File: src/rtl/pri_arbiter8_pkg.sv
// Shared constants and FSM state type for the eight-requester arbiter.
package pri_arbiter8_pkg;

    localparam int unsigned N_REQ = 8;
    localparam int unsigned IDX_W = 3;

    typedef enum logic {
        ST_IDLE  = 1'b0,
        ST_GRANT = 1'b1
    } state_t;

endpackage

File: src/rtl/pri_arbiter8_pick.sv
// Combinational 8-to-3 priority pick: the highest set bit wins.
module prio_pick8
    import pri_arbiter8_pkg::*;
(
    input  logic [N_REQ-1:0] i_vec,
    output logic [IDX_W-1:0] o_idx,
    output logic             o_any
);

    always_comb begin
        o_idx = '0;
        o_any = 1'b0;
        // Ascending scan so the last (highest) set bit overrides lower ones.
        for (int unsigned i = 0; i < N_REQ; i++) begin
            if (i_vec[i]) begin
                o_idx = IDX_W'(i);
                o_any = 1'b1;
            end
        end
    end

endmodule

File: src/rtl/pri_arbiter8.sv
// Eight-requester arbiter: fixed or round-robin priority, grant hold with
// release handshake and a HOLD_MAX timeout. All outputs are registered.
module pri_arbiter8
    import pri_arbiter8_pkg::*;
#(
    parameter int unsigned HOLD_MAX = 16
) (
    input  logic             clk,
    input  logic             rst,
    input  logic [N_REQ-1:0] req,
    input  logic             rr_en,
    // `release` is a reserved word in SystemVerilog, hence the suffix.
    input  logic             release_i,
    output logic [N_REQ-1:0] grant,
    output logic [IDX_W-1:0] grant_idx,
    output logic             grant_valid,
    output logic             timeout
);

    localparam int unsigned CNT_W = $clog2(HOLD_MAX + 1);

    state_t             r_state;
    logic [IDX_W-1:0]   r_last;
    logic [CNT_W-1:0]   r_hold;

    logic [IDX_W-1:0]   w_rot_amt;
    logic [N_REQ-1:0]   w_rot;
    logic [IDX_W-1:0]   w_pick_idx;
    logic               w_any;
    logic [IDX_W-1:0]   w_win;
    logic               w_early_exit;
    logic               w_hold_done;

    // Rotating right by last makes index last-1 land on bit 7, so a single
    // highest-bit pick yields the descending round-robin order.
    assign w_rot_amt = rr_en ? r_last : '0;

    always_comb begin
        w_rot = '0;
        for (int unsigned i = 0; i < N_REQ; i++) begin
            w_rot[i] = req[IDX_W'(i) + w_rot_amt];
        end
    end

    prio_pick8 u_pick (
        .i_vec (w_rot),
        .o_idx (w_pick_idx),
        .o_any (w_any)
    );

    assign w_win        = w_pick_idx + w_rot_amt;
    assign w_early_exit = release_i || !req[grant_idx];
    assign w_hold_done  = (r_hold == CNT_W'(HOLD_MAX - 1));

    always_ff @(posedge clk) begin
        if (rst) begin
            r_state     <= ST_IDLE;
            r_last      <= '0;
            r_hold      <= '0;
            grant       <= '0;
            grant_idx   <= '0;
            grant_valid <= 1'b0;
            timeout     <= 1'b0;
        end else begin
            case (r_state)
                ST_IDLE: begin
                    timeout <= 1'b0;
                    if (w_any) begin
                        r_state     <= ST_GRANT;
                        r_last      <= w_win;
                        r_hold      <= '0;
                        grant       <= N_REQ'(1) << w_win;
                        grant_idx   <= w_win;
                        grant_valid <= 1'b1;
                    end
                end
                ST_GRANT: begin
                    if (w_early_exit || w_hold_done) begin
                        r_state     <= ST_IDLE;
                        r_hold      <= '0;
                        grant       <= '0;
                        grant_idx   <= '0;
                        grant_valid <= 1'b0;
                        // Release or request drop suppresses the timeout pulse.
                        timeout     <= !w_early_exit;
                    end else if (r_hold != '1) begin
                        r_hold <= r_hold + CNT_W'(1);
                    end
                end
                default: r_state <= ST_IDLE;
            endcase
        end
    end

endmodule

File: config.mk
export PLATFORM = sky130hd
export DESIGN_NAME = pri_arbiter8
export DESIGN_NICKNAME = d
export VERILOG_FILES = /design/src/rtl/pri_arbiter8_pkg.sv /design/src/rtl/pri_arbiter8_pick.sv /design/src/rtl/pri_arbiter8.sv
export SDC_FILE = /design/constraint.sdc
export NUM_CORES = 1
export LEC_CHECK = 0
export ABC_AREA = 1
export ABC_CLOCK_PERIOD_IN_PS = 5900
export BUFFER_PORTS_ARGS = -buffer_cell sky130_fd_sc_hd__buf_2
export CAP_MARGIN = 20
export CORE_MARGIN = 8
export CORE_UTILIZATION = 55
export DETAILED_ROUTE_END_ITERATION = 16
export PLACE_DENSITY = 0.77
export SYNTH_ARGS = -nofsm -noshare
export SYNTH_HDL_FRONTEND = slang
export SYNTH_SLANG_ARGS = --single-unit
File: constraint.sdc
create_clock -name clk -period 5.9 [get_ports clk]
set_input_delay 0.885 -clock clk [delete_from_list [all_inputs] [get_ports clk]]
set_output_delay 0.885 -clock clk [all_outputs]
set_load 0.05 [all_outputs]
==> summary.md <==
| Metric | Value |
|---|---|
| Outcome | finished clean |
| First-pass GRT wire length | roughly 7300 um |
| Count of unique library cells instantiated by Yosys | 31 |
| Grt ovf | 0 |
| DR WL/cell | about 12 um |
| Max Cap Violations | 0 |
| DR pass1 iterations | 4 |
| Net count, final | approximately 330 |
| Worst-Skew Late Latency | a little over 0.3 ns |
| Maximum vdd drop | 0.2702 mV |
| Final core utilization | 59.56% |
| Row Count | 21 |
| Largest area contributor in the netlist | dfxtp_1 |
| Overall routing resource usage | between 15 and 20% |
| Vias in the first global route | 1,631 |
| Sum Neg Setup Slack | 0 ns |
| Crit Path Class | in2reg |
| Gpl congestion | approximately 0.95 |
| Clock Sinks | 22 |
| Register area share after synthesis | 24.28% |
| Main synth FF type | dfxtp_1 |
| Die Y | approximately 73 um |
| DRC marker count from the first detailed-route iteration | 129 |
| Placed Area | 1904 um^2 |
| Leakage power | about 1.0 nW |
| Synth area leaders | dfxtp_1, nand2_1, nand3_1 |
| Slew of the pin with the lowest slew margin | approximately 0.61 ns |
| Slew margin rel. | between 50% and 60% |
| Final ANT Viol Nets | 0 |
| Final Worst Setup Slack | approximately 2.7 ns |
| Post-synthesis cell count | slightly below 300 |
| Hold-fix buffers, CTS | 0 |
| Num ports | 25 |
| Mapped cell area | ~1800 um^2 |
| FMAX | 317.1 MHz |
| CTS clock-pin slew for the worst setup and hold paths | about 0.12 ns |
| Slew Limit Fails | 0 |
| Count leader, synth | nand2_1 |
| ANT cells | 0 |
| Routed wire length | 4389 um |
| # H-tree levels | 1 |
| Crit path required time | 6.16 ns |
| Largest net degree at the start of global routing | 20 |
| CP Max Fanout | 19 |
| Initial antenna violation count | 0 |
| Asr flop ratio synth | 0% |
| Core ar. | 3258 um^2 |
| Remaining design rule violation count | 0 |
| Unrepaired setup endpoints after global routing | false |
| Top cell type's share of synthesized area | about a quarter |
| Critical Path Start Type | primary input |
| Total CTS buffers | 3 |
| Clock Tree Root | clkbuf_4 |
| Pwr dens | ~480 nW/um^2 |
| DIE WIDTH | between 70 and 80 um |
| Fillers | 344 |
| Max Buffers Root-to-Sink | 2 |
| TritonCTS clock tree | yes |
| Final setup violation count | 0 |
| Via-per-instance ratio | 5.148 |
| Layout cell share with drive strength beyond 1 | between 15 and 20% |
| Final HPWL DP | 3549 um |
| Die area | between 5000 and 6000 um^2 |
| #FFs+latches synth | 22 |
| Postcts setup bufs | 0 |
| Worst Path Arrival | around 3.4 ns |
| Period Utilization, post-route | 53.46% |
| Initial Utilization | approximately 56% |
| Routed via count | about 1,800 |
| Post-CTS sizing | 0 |
| Final Hold Fails | 0 |
| Worst hold path class | reg2reg |
| Syn Nets | approximately 310 |
| Tmin final | roughly 3.2 ns |
| Synth cell count leaders | nand2_1, nand3_1, inv_1, dfxtp_1, nor2_1 |
| Syn. warnings | 0 |
| Crit. End Element | flip-flop |
| I/O Buffers | 24 |
| Worst Skew | 0.004116 ns |
| Design area | 1941 um^2 |
| PnR Total Power | approximately 0.00093 W |
| Pre-CTS WS | between 2 and 2.5 ns |
| Average footprint of a synthesized cell | 6.150 um^2 |
| Layout area overhead | 6.965% |
| Post-synth EDFFs | 0 |
[per-stage QoR]
stage / hold WS [ns] / cells
floorplan: 0.4373 / 295
global placement: 0.4341 / 355
detailed placement: 0.4351 / 355
CTS: 0.4591 / 359
global route: 0.4779 / 359
finish: 0.4595 / 359
[final cells by class]
cell class                      instances  area [um^2]  area share (%)
Tap cell                               46        57.56           2.966
Timing Repair Buffer                   24        120.1           6.190
Clock buffer                            4        36.28           1.870
Inverter                               29        108.9           5.609
Sequential cell                        22        440.4           22.70
Multi-Input combinational cell        234         1177           60.67
[final timing paths]
check / from / endpoint / slack [ns] / depth (start not counted)
hold / removal: grant[7]$_SDFFE_PP0P_ / grant[7]$_SDFFE_PP0P_ / 0.46 / 2
hold reg to reg: grant[7]$_SDFFE_PP0P_ / grant[7]$_SDFFE_PP0P_ / 0.46 / 2
setup reg to reg: r_last[0]$_SDFFE_PP0P_ / grant[2]$_SDFFE_PP0P_ / 2.86 / 16
setup / recovery: rr_en / grant[2]$_SDFFE_PP0P_ / 2.75 / 17
[power breakdown]
| group | internal [W] | leakage [nW] | switching [W] |
|---|---|---|---|
| Clock | 0.0000377 | 0.0210 | 0.0000450 |
| Sequential | 0.000185 | 0.180 | 0.0000578 |
| Combinational | 0.000185 | 0.846 | 0.000419 |
[flip-flops by register name, summed over array words and instances (netlist names)]
| register | cells |
|---|---|
| r_state | 1 |
| timeout | 1 |
| grant | 8 |
| r_last | 3 |
| grant_idx | 3 |
| r_hold | 5 |
| grant_valid | 1 |
[metal layers]
layer,global-route usage (%),vias to the layer above,wire length [um]
met5,0,-,0
met4,6.652,0,79
met3,1.774,7,196
met2,29.79,50,2141
met1,20.88,801,1972
li1,-,990,-
[cells in the final DEF, fill, tap and decap left out]
cell type / count
o21ai_0: 5
o21ai_1: 1
nor2_4: 2
inv_2: 2
nand2_4: 2
o21ai_2: 1
nand2_1: 110
xnor2_2: 1
ha_1: 6
xor2_2: 1
xor2_1: 1
a21oi_2: 1
inv_1: 27
o21bai_1: 1
o211ai_1: 1
nand3_4: 1
nand2_2: 7
clkbuf_4: 3
clkbuf_8: 1
a21oi_1: 11
buf_2: 24
or2_1: 1
nor2_1: 15
a21oi_4: 2
nand3_1: 58
nand4_1: 2
and3_1: 1
nor3_1: 1
dfxtp_1: 22
o31ai_1: 2
[cell families (layout without fill, tap and decap cells)]
kind of cell / count (synthesis) / count (layout) / synth area share, %
AOI/OAI and AO/OA: 25 / 25 / 9.103
adders and majority gates: 6 / 6 / 4.138
DFF: 22 / 22 / 24.28
buffers and inverters: 39 / 57 / 10.83
and+or+nand+nor: 200 / 200 / 49.38
xor gates and xnor gates: 3 / 3 / 2.276
[worst max-delay path, cell delays in order]
cell     delay [ns]
buf_2          0.32
nand2_4        0.18
ha_1           0.39
inv_1          0.08
nand3_1        0.10
nand2_1        0.10
nand2_1        0.07
nand3_1        0.08
nand2_1        0.05
a21oi_1        0.10
o21ai_0        0.10
ha_1           0.20
ha_1           0.32
nand3_1        0.14
nor2_1         0.15
nand2_1        0.08
nand2_1        0.07
Note: power is estimated with default switching activity, not from simulation.
